`config.mk`:
```
export PLATFORM = sky130hd
export DESIGN_NAME = opendap_swd_host_serial_comms
export DESIGN_NICKNAME = d
export VERILOG_FILES = /design/src/rtl/opendap_swd_host_serial_comms.sv
export SDC_FILE = /design/constraint.sdc
export NUM_CORES = 1
export LEC_CHECK = 0
export CAP_MARGIN = 10
export CORE_MARGIN = 2
export CORE_UTILIZATION = 45
export DETAILED_ROUTE_END_ITERATION = 8
export PLACE_DENSITY = 0.69
export SYNTH_ARGS = -nofsm -noshare
export SYNTH_HDL_FRONTEND = slang
export SYNTH_SLANG_ARGS = --single-unit
```
`constraint.sdc`:
```
create_clock -name swclk -period 4 [get_ports swclk]
set_clock_uncertainty 0.2 [all_clocks]
set_input_delay 0.8 -clock swclk [delete_from_list [all_inputs] [get_ports swclk]]
set_output_delay 0.8 -clock swclk [all_outputs]
set_load 0.02 [all_outputs]
```
`src/rtl/opendap_swd_host_serial_comms.sv`:
```
// Host-side SWD serial engine: turns one parallel request into an SWD packet
// (header, turnarounds, ACK, data phase with parity, trailing idle), re-issues
// requests that receive WAIT, and can emit a line-reset sequence.
module opendap_swd_host_serial_comms #(
    parameter int RETRY_LIMIT = 15,
    parameter int IDLE_CYCLES = 2
) (
    input  logic        swclk,
    input  logic        rst_n,
    output logic        swdo,
    output logic        swdo_en,
    input  logic        swdi,
    input  logic        req_valid,
    output logic        req_ready,
    input  logic [1:0]  req_cmd,
    input  logic        req_ap_ndp,
    input  logic        req_r_nw,
    input  logic [1:0]  req_addr,
    input  logic [31:0] req_wdata,
    output logic        rsp_valid,
    output logic [2:0]  rsp_ack,
    output logic [31:0] rsp_rdata,
    output logic        rsp_parity_err,
    output logic [3:0]  rsp_retries
);

    typedef enum logic [3:0] {
        ST_IDLE       = 4'd0,
        ST_LRESET     = 4'd1,
        ST_HEADER     = 4'd2,
        ST_TURN_ACK   = 4'd3,
        ST_ACK        = 4'd4,
        ST_TURN_WDATA = 4'd5,
        ST_WDATA      = 4'd6,
        ST_RDATA      = 4'd7,
        ST_TURN_RDATA = 4'd8,
        ST_TAIL_IDLE  = 4'd9
    } state_t;

    localparam logic [2:0] ACK_OK      = 3'b001;
    localparam logic [2:0] ACK_WAIT    = 3'b010;
    localparam logic [1:0] CMD_LRESET  = 2'd1;
    localparam logic [1:0] CMD_TSEL    = 2'd2;
    localparam logic [5:0] HDR_LAST    = 6'd7;
    localparam logic [5:0] ACK_LAST    = 6'd2;
    localparam logic [5:0] DATA_LAST   = 6'd32;
    localparam logic [5:0] LRESET_ONES = 6'd50;
    localparam logic [5:0] LRESET_LAST = 6'd51;
    localparam logic [5:0] TAIL_LAST   = 6'(IDLE_CYCLES - 1);
    localparam logic [3:0] RETRY_MAX   = (RETRY_LIMIT > 15) ? 4'd15 : 4'(RETRY_LIMIT);

    // Packet header as sent on the wire, bit 0 first.
    function automatic logic [7:0] swd_header(input logic ap_ndp, input logic r_nw,
                                              input logic [1:0] addr);
        logic par;
        par = ap_ndp ^ r_nw ^ addr[0] ^ addr[1];
        return {1'b1, 1'b0, par, addr[1], addr[0], r_nw, ap_ndp, 1'b1};
    endfunction

    // Even parity over a 32-bit data word.
    function automatic logic even_parity32(input logic [31:0] data);
        return ^data;
    endfunction

    state_t      state_q, state_d;
    logic [5:0]  cnt_q, cnt_d;
    logic [3:0]  retry_q, retry_d;
    logic        cmd_ts_q, cmd_ts_d;
    logic        ap_ndp_q, ap_ndp_d;
    logic        r_nw_q, r_nw_d;
    logic [1:0]  addr_q, addr_d;
    logic [31:0] wdata_q, wdata_d;
    logic [2:0]  ack_q, ack_d;
    logic [31:0] rdata_q, rdata_d;
    logic        rpar_q, rpar_d;

    logic        swdo_q, swdo_d;
    logic        swdo_en_q, swdo_en_d;
    logic        req_ready_q, req_ready_d;
    logic        rsp_valid_q, rsp_valid_d;
    logic [2:0]  rsp_ack_q, rsp_ack_d;
    logic [31:0] rsp_rdata_q, rsp_rdata_d;
    logic        rsp_parity_err_q, rsp_parity_err_d;
    logic [3:0]  rsp_retries_q, rsp_retries_d;

    logic        retry_s;
    logic        read_ok_s;
    logic        write_phase_s;
    logic [7:0]  hdr_s;

    // Sequencing: next state, bit counter, captured request and sampled target bits.
    always_comb begin
        state_d   = state_q;
        cnt_d     = cnt_q;
        retry_d   = retry_q;
        cmd_ts_d  = cmd_ts_q;
        ap_ndp_d  = ap_ndp_q;
        r_nw_d    = r_nw_q;
        addr_d    = addr_q;
        wdata_d   = wdata_q;
        ack_d     = ack_q;
        rdata_d   = rdata_q;
        rpar_d    = rpar_q;
        // TARGETSEL ignores the ACK and always proceeds to the write phase.
        write_phase_s = cmd_ts_q || (ack_q == ACK_OK);
        retry_s       = !cmd_ts_q && (ack_q == ACK_WAIT) && (retry_q < RETRY_MAX);
        case (state_q)
            ST_IDLE: begin
                if (req_valid && req_ready_q) begin
                    cmd_ts_d = (req_cmd == CMD_TSEL);
                    ap_ndp_d = req_ap_ndp;
                    r_nw_d   = req_r_nw;
                    addr_d   = req_addr;
                    wdata_d  = req_wdata;
                    retry_d  = 4'd0;
                    cnt_d    = 6'd0;
                    if (req_cmd == CMD_LRESET) begin
                        state_d = ST_LRESET;
                    end else begin
                        state_d = ST_HEADER;
                    end
                end else begin
                    state_d = ST_IDLE;
                end
            end
            ST_LRESET: begin
                if (cnt_q == LRESET_LAST) begin
                    state_d = ST_IDLE;
                    cnt_d   = 6'd0;
                end else begin
                    cnt_d = cnt_q + 6'd1;
                end
            end
            ST_HEADER: begin
                if (cnt_q == HDR_LAST) begin
                    state_d = ST_TURN_ACK;
                    cnt_d   = 6'd0;
                end else begin
                    cnt_d = cnt_q + 6'd1;
                end
            end
            ST_TURN_ACK: begin
                state_d = ST_ACK;
                cnt_d   = 6'd0;
            end
            ST_ACK: begin
                // Shift in from the top so the first wire bit lands in ack[0].
                ack_d = {swdi, ack_q[2:1]};
                if (cnt_q == ACK_LAST) begin
                    cnt_d = 6'd0;
                    if (!cmd_ts_q && (ack_d == ACK_OK) && r_nw_q) begin
                        state_d = ST_RDATA;
                    end else begin
                        state_d = ST_TURN_WDATA;
                    end
                end else begin
                    cnt_d = cnt_q + 6'd1;
                end
            end
            ST_TURN_WDATA: begin
                cnt_d = 6'd0;
                if (write_phase_s) begin
                    state_d = ST_WDATA;
                end else begin
                    state_d = ST_TAIL_IDLE;
                end
            end
            ST_WDATA: begin
                if (cnt_q == DATA_LAST) begin
                    state_d = ST_TAIL_IDLE;
                    cnt_d   = 6'd0;
                end else begin
                    cnt_d = cnt_q + 6'd1;
                end
            end
            ST_RDATA: begin
                if (cnt_q == DATA_LAST) begin
                    rpar_d  = swdi;
                    state_d = ST_TURN_RDATA;
                    cnt_d   = 6'd0;
                end else begin
                    rdata_d = {swdi, rdata_q[31:1]};
                    cnt_d   = cnt_q + 6'd1;
                end
            end
            ST_TURN_RDATA: begin
                state_d = ST_TAIL_IDLE;
                cnt_d   = 6'd0;
            end
            ST_TAIL_IDLE: begin
                if (cnt_q == TAIL_LAST) begin
                    cnt_d = 6'd0;
                    if (retry_s) begin
                        state_d = ST_HEADER;
                        retry_d = (retry_q == 4'd15) ? 4'd15 : retry_q + 4'd1;
                    end else begin
                        state_d = ST_IDLE;
                    end
                end else begin
                    cnt_d = cnt_q + 6'd1;
                end
            end
            default: begin
                state_d = ST_IDLE;
                cnt_d   = 6'd0;
            end
        endcase
    end

    // Output values for the coming cycle, derived from where the sequencer is going.
    always_comb begin
        hdr_s            = swd_header(ap_ndp_d, r_nw_d, addr_d);
        swdo_d           = 1'b0;
        swdo_en_d        = 1'b0;
        req_ready_d      = (state_d == ST_IDLE);
        rsp_valid_d      = 1'b0;
        rsp_ack_d        = rsp_ack_q;
        rsp_rdata_d      = rsp_rdata_q;
        rsp_parity_err_d = rsp_parity_err_q;
        rsp_retries_d    = rsp_retries_q;
        read_ok_s        = !cmd_ts_q && (ack_q == ACK_OK) && r_nw_q;
        case (state_d)
            ST_LRESET: begin
                swdo_en_d = 1'b1;
                swdo_d    = (cnt_d < LRESET_ONES);
            end
            ST_HEADER: begin
                swdo_en_d = 1'b1;
                swdo_d    = hdr_s[cnt_d[2:0]];
            end
            ST_WDATA: begin
                swdo_en_d = 1'b1;
                if (cnt_d == DATA_LAST) begin
                    swdo_d = even_parity32(wdata_d);
                end else begin
                    swdo_d = wdata_d[cnt_d[4:0]];
                end
            end
            ST_TAIL_IDLE: begin
                swdo_en_d = 1'b1;
                swdo_d    = 1'b0;
            end
            default: begin
                swdo_en_d = 1'b0;
                swdo_d    = 1'b0;
            end
        endcase
        if ((state_d == ST_LRESET) && (cnt_d == LRESET_LAST)) begin
            rsp_valid_d      = 1'b1;
            rsp_ack_d        = ACK_OK;
            rsp_retries_d    = 4'd0;
            rsp_parity_err_d = 1'b0;
        end else if ((state_d == ST_TAIL_IDLE) && (cnt_d == TAIL_LAST) && !retry_s) begin
            rsp_valid_d   = 1'b1;
            rsp_ack_d     = cmd_ts_q ? ACK_OK : ack_q;
            rsp_retries_d = retry_q;
            if (read_ok_s) begin
                rsp_rdata_d      = rdata_q;
                rsp_parity_err_d = (rpar_q != even_parity32(rdata_q));
            end else begin
                rsp_parity_err_d = 1'b0;
            end
        end else begin
            rsp_valid_d = 1'b0;
        end
    end

    // State, datapath and output registers; reset aborts any packet at once.
    always_ff @(posedge swclk or negedge rst_n) begin
        if (!rst_n) begin
            state_q          <= ST_IDLE;
            cnt_q            <= 6'd0;
            retry_q          <= 4'd0;
            cmd_ts_q         <= 1'b0;
            ap_ndp_q         <= 1'b0;
            r_nw_q           <= 1'b0;
            addr_q           <= 2'd0;
            wdata_q          <= 32'd0;
            ack_q            <= 3'd0;
            rdata_q          <= 32'd0;
            rpar_q           <= 1'b0;
            swdo_q           <= 1'b0;
            swdo_en_q        <= 1'b0;
            req_ready_q      <= 1'b0;
            rsp_valid_q      <= 1'b0;
            rsp_ack_q        <= 3'd0;
            rsp_rdata_q      <= 32'd0;
            rsp_parity_err_q <= 1'b0;
            rsp_retries_q    <= 4'd0;
        end else begin
            state_q          <= state_d;
            cnt_q            <= cnt_d;
            retry_q          <= retry_d;
            cmd_ts_q         <= cmd_ts_d;
            ap_ndp_q         <= ap_ndp_d;
            r_nw_q           <= r_nw_d;
            addr_q           <= addr_d;
            wdata_q          <= wdata_d;
            ack_q            <= ack_d;
            rdata_q          <= rdata_d;
            rpar_q           <= rpar_d;
            swdo_q           <= swdo_d;
            swdo_en_q        <= swdo_en_d;
            req_ready_q      <= req_ready_d;
            rsp_valid_q      <= rsp_valid_d;
            rsp_ack_q        <= rsp_ack_d;
            rsp_rdata_q      <= rsp_rdata_d;
            rsp_parity_err_q <= rsp_parity_err_d;
            rsp_retries_q    <= rsp_retries_d;
        end
    end

    assign swdo           = swdo_q;
    assign swdo_en        = swdo_en_q;
    assign req_ready      = req_ready_q;
    assign rsp_valid      = rsp_valid_q;
    assign rsp_ack        = rsp_ack_q;
    assign rsp_rdata      = rsp_rdata_q;
    assign rsp_parity_err = rsp_parity_err_q;
    assign rsp_retries    = rsp_retries_q;

endmodule

```
-- Word level (Yosys, flattened, before mapping)
Index checks and enable logic that the tools add are counted.
- add/sub/neg operators: 2
- magnitude comparators: 4
- equality and inequality tests: 31
- multiplexer cells: 49
- bitwise operators: 5
- reduce and logical (&&, ||, !) cells: 26
- operator list (cell ; number):
    2-to-1 mux 32 bit ; 2
    parity 32 bit ; 2
    2-to-1 mux 4 bit ; 14
    one-hot mux 4 bit (10 select lines) ; 1
    2-to-1 mux 6 bit ; 6
    one-hot mux 6 bit (6 select lines) ; 1
    == test 6 bit (second input constant) ; 4
    == test 4 x 3 -> 1 bit (second input constant) ; 5
    == test 4 bit (second input constant) ; 4
    2-to-1 mux 1 bit ; 13
    == test 4 x 2 -> 1 bit (second input constant) ; 3
    == test 6 x 1 -> 1 bit (second input constant) ; 2
    logical AND 1 bit ; 10
    2-to-1 mux 2 bit ; 5
    2-to-1 mux 3 bit ; 3
    == test 4 x 1 -> 1 bit (second input constant) ; 2
    logical NOT 4 bit ; 2
    one-hot mux 4 bit (2 select lines) ; 1
    adder 6 x 1 -> 6 bit (second input constant) ; 1
    == test 3 x 1 -> 1 bit (second input constant) ; 2
    == test 6 x 2 -> 1 bit (second input constant) ; 1
    == test 6 x 3 -> 1 bit (second input constant) ; 1
    < comparator 5 x 6 -> 1 bit (second input constant) ; 1
    < comparator 6 bit (second input constant) ; 1
    other kinds (21) ; 30
- bits in registers: 131
- input bits: 42
- output and inout port bits: 44
- word-level logic and storage cells: 136

-- Depth between registers and ports, before layout
- depth after elaboration: 11
- gate-level depth with buffers: 13
- mapped depth without buffers: 11

-- Least setup slack after synthesis
Ideal clock, no wire load.
- path kind: flip-flop to flip-flop
- start: register cnt_q[3]
- end: register rsp_rdata_q[24] (netlist: rsp_rdata[24])
- setup time: 127 ps
- arrival time: 2967 ps
- required time: 3673 ps
- path slack: 705 ps
- cell stages (with the launch flop): 14
- buffers on the path: 3
- clock period less this slack: 3295 ps
- path through: dfrtp_1 > buf_6 > nor4_4 > a21boi_1 > a2111o_1 > a21boi_4 > inv_2 > nor2_4 > nand3b_2 > nor4_4 > and3_1 > buf_6 > buf_8 > mux2_1
- cells in the longest elaborated chain, start to end: 7
- elaborated cells on any way between the ends: 29
- classes of those cells: 1 x add/sub; 9 x eq/ne; 14 x mux; 1 x bitwise; 4 x reduce/logical
- ends and longest elaborated chain (what ; RTL line ; source):
    start, declared ; 66 ; logic [5:0] cnt_q, cnt_d;
    start signal, assigned ; 292 ; cnt_q <= cnt_d;
    adder 6 x 1 -> 6 bit (tied with other cells) ; n/a ;
    2-to-1 mux 6 bit (tied with other cells) ; 191 ; if (cnt_q == TAIL_LAST) begin
    one-hot mux 6 bit (6 select lines) / one-hot mux 4 bit (10 select lines) (equally long branches) ; 107 ; case (state_q)
    == test 6 x 1 -> 1 bit (tied with other cells) ; 253 ; end else if ((state_d == ST_TAIL_IDLE) && (cnt_d == TAIL_LAST) && !retry_s) begin
    logical AND 1 bit, on equally long branches ; 253, 248 ;
    logical AND 1 bit / inverter 1 bit (equally long branches) ; n/a ;
    AND reduction 3 bit (no line) * ; n/a ;
    end signal, assigned ; 307 ; rsp_rdata_q <= rsp_rdata_d;
    end, declared ; 82 ; logic [31:0] rsp_rdata_q, rsp_rdata_d;
Mark *: on every way between the ends. The rest lies on a longest branch, timed or not.
A chain may end at the register's enable or synchronous reset.

-- Worst setup path in the final report
- start: register cnt_q[0]
- end: register rsp_rdata_q[26] (netlist: rsp_rdata[26])
The elaborated chain is that of the path after synthesis.

==> results.tsv <==
metric	value	unit
FP Rows	45	
nets	764	
Mapped Nets	671	
root buffer cell	clkbuf_16	
Power Total	2990	µW
area grow syn2layout	23.3	%
commonest cells after routing, fill and taps aside	dfrtp_1, nand2_1, xnor2_1	
largest net degree at the start of global routing	105	
count of different cell masters after synthesis	68	
VDD IR max	340	µV
critical path class	register to register	
Synth Flop Type	dfrtp_1	
DRC errors left	0	
Die Wd	128	µm
vias in the first global route	4869	
Hold Buf Count CTS	0	
FF+latch count, synth	131	
actual slew at the worst max-slew pin	0.806	ns
clock sink count	131	
Initial Utilization	0.459	
via/cell ratio	5.24	
CTS buffer count	17	
Yosys top cell area share	0.471	
I/O Pins	86	
Synth Instances	624	
clock buffer depth	2	
global-route wire length before repair	24900	µm
Max-cap violations	0	
setup repair bufs after CTS	0	
Post-synth EDFFs	0	
Initial DRC Count	276	
DIE HEIGHT	128	µm
CTS tree	yes	
global placer's final weighted congestion	0.905	
I/O Buffers	85	
min-delay worst type	primary input to asynchronous set/reset pin	
routed vias	4805	
final cell count without fillers	917	
arrival time at the worst endpoint	3.80	ns
Req. time, crit path	4.09	ns
Worst Path Max Fanout	33	
Ant. Diodes	0	
Pins Over Slew Limit	0	
drt pass-1 iters	4	
initial antenna violation count	0	
Cell Area, Synth	6950	µm²
synth warn	0	
endpoints failing hold	0	
Detailed Route WL	14900	µm
Core ar.	15100	µm²
placed cells	886	
period utilization	0.928	
setup TNS	0	ns
share of layout cells above drive strength 1	0.177	
design area	8570	µm²
max_slew headroom	0.459	
min Tclk post-route	3.71	ns
post-synthesis sequential area ratio	0.471	
Synth area leader	dfrtp_1	
PD cells	349	nW/µm²
die area	16500	µm²
Avg Inst Size Synth	11.1	µm²
top cells by area, synth	dfrtp_1, xnor2_1, mux2_2	
H-tree depth	4	
commonest non-fill, non-tap cell in the layout	dfrtp_1	
Async SR Flop Fraction	1.00	
status	finished, final reports clean	
GRT Overall Usage	0.193	
Setup Viol. Count Final	0	
Setup crit start kind	register	
post-cts resize count	0	
Worst-path clk slew	0.06	ns
unrepaired setup endpoints after global routing	no	
LEAKAGE	0.00392	µW
Post-DRT Antenna Nets	0	
Max Freq	269	MHz
Overflow after GRT	0	
Clock Latency Late Sink	0.41	ns
Avg WL per Cell	16.3	µm
Final HPWL DP	10900	µm
dpl cell area	8000	µm²
Worst Setup End Kind	register	
worst max-delay path, cell delays in order (launching register included):
cell and delay, ns:
dfrtp_1 0.43, inv_1 0.12, ha_1 0.18, nand4b_2 0.27
a2111o_1 0.54, a21boi_4 0.32, inv_2 0.19, nor2_4 0.20
nand3b_2 0.12, nor4_4 0.16, and3_2 0.25, buf_12 0.24
mux2_1 0.36
state kept, by name (all words and copies together), names as in the netlist:
| signal | flops |
|---|---|
| ack_q | 3 |
| addr_q | 2 |
| ap_ndp_q | 1 |
| cmd_ts_q | 1 |
| cnt_q | 6 |
| r_nw_q | 1 |
| rdata_q | 32 |
| req_ready | 1 |
| retry_q | 4 |
| rpar_q | 1 |
| rsp_ack | 3 |
| rsp_parity_err | 1 |
| rsp_rdata | 32 |
| rsp_retries | 4 |
| rsp_valid | 1 |
| state_q | 4 |
| swdo | 1 |
| swdo_en | 1 |
| wdata_q | 32 |
cell usage after synthesis (all sizes together), types with 3 or more instances:
cell	number
mux2i	11
nand4	4
a21oi	15
a22oi	3
dfrtp	131
xnor2	85
nor2b	3
clkbuf	7
mux2	77
nor4	6
buf	17
nand2b	7
nand2	114
o21ai	9
a21boi	4
and3	4
nand3	5
nor2	21
and2	4
nor3	8
inv	18
nor4b	3
a22o	7
xor2	15
ha	5
o211ai	6
o22ai	3
a211oi	6
per-stage QoR:
| step | setup slack (ns) | hold WS [ns] | utilization |
|---|---|---|---|
| 4_1_cts | 0.286 | 0.102 | 0.566 |
| 6_report | 0.289 | 0.104 | 0.566 |
| 5_1_grt | 0.130 | 0.124 | 0.566 |
| 3_5_place_dp | 0.185 | 0.279 | 0.528 |
| 2_1_floorplan | 0.705 | 0.278 | - |
| 3_3_place_gp | 0.262 | 0.270 | 0.528 |
per-layer routing:
metal / up-vias / track usage / share of wire
li1: 2336 / - / -
met2: 83 / 0.320 / 0.50
met4: 0 / 0.0524 / 0.0076
met5: - / 0 / 0
met3: 6 / 0.0426 / 0.030
met1: 2380 / 0.256 / 0.46
cells by family after synthesis:
logic type,after synthesis,synth area share
compound gates,72,0.0797
mux,88,0.151
simple gates,186,0.130
xor+xnor,100,0.126
flops,131,0.471
buf+inv,42,0.0331
fa+ha+maj,5,0.00900
power by group:
| part | switching [µW] | internal [µW] |
|---|---|---|
| Sequential | 0.614 | 1330 |
| Clock | 563 | 931 |
| Combinational | 79.1 | 91.2 |
| Total | 643 | 2350 |
layout make-up:
| cell class | instances | area (µm²) |
|---|---|---|
| Clock buffer | 19 | 443 |
| Clock inverter | 12 | 131 |
| Fill cell | 1240 | 6570 |
| Inverter | 18 | 67.6 |
| Multi-Input combinational cell | 451 | 3450 |
| Sequential cell | 131 | 3280 |
| Tap cell | 188 | 235 |
| Timing Repair Buffer | 98 | 971 |
final timing paths:
| path | slack [ns] | start | endpoint | cells after the start |
|---|---|---|---|---|
| setup / recovery | 0.29 | cnt_q[0]$_DFF_PN0_ | rsp_rdata[26]$_DFFE_PN0P_ | 12 |
| hold / removal | 0.10 | rst_n | rsp_rdata[27]$_DFFE_PN0P_ | 1 |
| setup reg to reg | 0.29 | cnt_q[0]$_DFF_PN0_ | rsp_rdata[26]$_DFFE_PN0P_ | 12 |
| hold reg to reg | 0.29 | rsp_rdata[0]$_DFFE_PN0P_ | rsp_rdata[0]$_DFFE_PN0P_ | 1 |
| max in group asynchronous | 2.62 | rst_n | state_q[0]$_DFF_PN0_ | 2 |
| min in group swclk | 0.29 | rsp_rdata[0]$_DFFE_PN0P_ | rsp_rdata[0]$_DFFE_PN0P_ | 1 |
Power figures use the tool's default switching activity.
==> patch: new RTL, same flow settings <==
Re-encode `state_t` (10 states) as one-hot, 10 bits wide.
--- a/src/rtl/opendap_swd_host_serial_comms.sv
+++ b/src/rtl/opendap_swd_host_serial_comms.sv
@@ -26,13 +26,13 @@
 
-    typedef enum logic [3:0] {
-        ST_IDLE       = 4'd0,
-        ST_LRESET     = 4'd1,
-        ST_HEADER     = 4'd2,
-        ST_TURN_ACK   = 4'd3,
-        ST_ACK        = 4'd4,
-        ST_TURN_WDATA = 4'd5,
-        ST_WDATA      = 4'd6,
-        ST_RDATA      = 4'd7,
-        ST_TURN_RDATA = 4'd8,
-        ST_TAIL_IDLE  = 4'd9
+    typedef enum logic [9:0] {
+        ST_IDLE       = 10'b0000000001,
+        ST_LRESET     = 10'b0000000010,
+        ST_HEADER     = 10'b0000000100,
+        ST_TURN_ACK   = 10'b0000001000,
+        ST_ACK        = 10'b0000010000,
+        ST_TURN_WDATA = 10'b0000100000,
+        ST_WDATA      = 10'b0001000000,
+        ST_RDATA      = 10'b0010000000,
+        ST_TURN_RDATA = 10'b0100000000,
+        ST_TAIL_IDLE  = 10'b1000000000
     } state_t;
Function: same outputs for any inputs over 10 cycles, from zero or initial values and one cycle with rst_n low; not proved beyond that.
==> patch against the original RTL <==
Non-clock buffer count increased by 3; via count up 4.0%; sequential cell count up 6; wire length up 7.8%; critical path depth shrank 1; synthesized area up 6.1%; setup slack got worse by 100 ps; final area increased by 6.6%; fmax fell by 2.7%; utilization rose by 0.73 points; first-iteration DRC count down 5.1%; cell count grew 2.8%.
Power is not compared: it rests on default switching activity, and its combinational part moved more than twofold at a synthesized area within 25%.
==> patch: results <==
group,metric,value,unit
synth,yosys_warnings,0,
synth,synth.avg_cell_area,12.0,sq um
synth,synth.yosys.seq_area_share,46.5,%
synth,synthesis.nets,660,
worst_setup_path,path_max_fanout,9,
status,status,"finished clean",
synth,async_flop_share,100,%
global_routing,grt_pass1_vias,5314,
synth,synth_common_cells,"dfrtp_1, xnor2_1, nand2_1, mux2_2, mux2_4",
route,drtPass1Iterations,4,
clock_tree,worstSkewPairLatency,420,ps
pwr,sw_frac_of_total,34.2,%
clock_tree,clockBufferDepth,2,
clock_tree,h-tree-depth,4,
placement,placed_cells,912,
clock_tree,clk_pin_slew_worst_paths,60,ps
worst_setup_path,cpPeakStageDelay,550,ps
placement,gp_congestion,0.852,
placement,pre_cts_ws,111,ps
synth,synth_area_leaders,"dfrtp_1, xnor2_1, mux2_2",
clock_tree,numCtsBuffers,17,
placement,dp_hpwl,11500,microns
worst_setup_path,crit_path_top_delay_cell,"or4_4",
synth,ys_types,71,
route,drtIter0Drc,262,
pwr,leakage,4.09,nW
global_routing,grt_max_degree,91,
placement,placed_cell_area,8540,sq um
clock_tree,cts-root-buf,"clkbuf_16",
global_routing,grt_pass1_wl,27000,microns
synth,ys.flop_type,"dfrtp_1",
route,wl,16100,microns
final_layout,fillers,1345,
global_routing,antenna_found_initial,0,
final_layout,drive_above_1_share,24.6,%
clock_tree,cts_setup_buffers,0,
synth,synthMuxAreaShare,19.4,%
clock_tree,ctsResizeCount,0,
placement,io_buffers,85,
worst_setup_path,critical_path_arrival,3910,ps
final_layout,antenna_cells,0,
route,vias_per_cell,5.30,
final_layout,nets,762,
global_routing,track_usage,19.4,%
min_path,hp-class,"input port to asynchronous set/reset pin",
synth,yosys.area_share.adder,0.848,%
sta,maxSlewHeadroom,45.8,%
final_layout,stdcell_count,943,
pwr,ir_worst_vdd,0.352,mV
synth,yosys.area_share.xor_xnor,11.8,%
synth,synth_compound_area_share,7.04,%
## patch: power groups by stage
stage,logic [W],registers [W],clock network (W)
CTS,0.00244,0.00180,0.00163
finish,0.00244,0.00181,0.00161
floorplan,0.00195,0.00179,0
global placement,0.00240,0.00181,0
detailed placement,0.00242,0.00182,0
global route,0.00266,0.00183,0.00170
## patch: worst paths after layout
check	from	to	slack (ps)	cells past startpoint
max reg2reg	state_q[5]	swdo	190	11
min	rst_n	retry_q[2]	250	1
min reg2reg	rsp_ack[1]	rsp_ack[1]	270	2
max	state_q[5]	swdo	190	11
max in group asynchronous	rst_n	state_q[0]	2560	2
min in group swclk	rsp_ack[1]	rsp_ack[1]	270	2
## patch: final cells by class
type	instances	area (sq um)	area share, %
clock buffer	18	429	4.69
clock inverter	13	170	1.86
inverter	13	53.8	0.589
multi-input combinational	445	3780	41.3
sequential	137	3430	37.5
tap	216	270	2.96
timing repair buffer	101	1010	11.0
## patch: critical path: cells and delay by family, from the launching register on
kind	cells	cell delay [ps]
AND/OR/NAND/NOR	3	700
multiplexers	1	240
buffers and inverters	1	240
flip-flops	1	480
AO/OA/AOI/OAI	6	1830
## patch: per-layer routing
layer  wire, microns  vias up  track usage [%]
met5               0        -                0
met3             615       15             4.23
met2            8000       98             32.6
met4             240        0             5.98
li1                -     2377                -
met1            7260     2507             25.1
## patch: kinds of logic after synthesis
group                      count (synthesis)
adders and majority gates                  5
xor gates and xnor gates                  99
and+or+nand+nor                          162
muxes                                    120
AOI/OAI and AO/OA                         59
DFF                                      137
buffers and inverters                     31
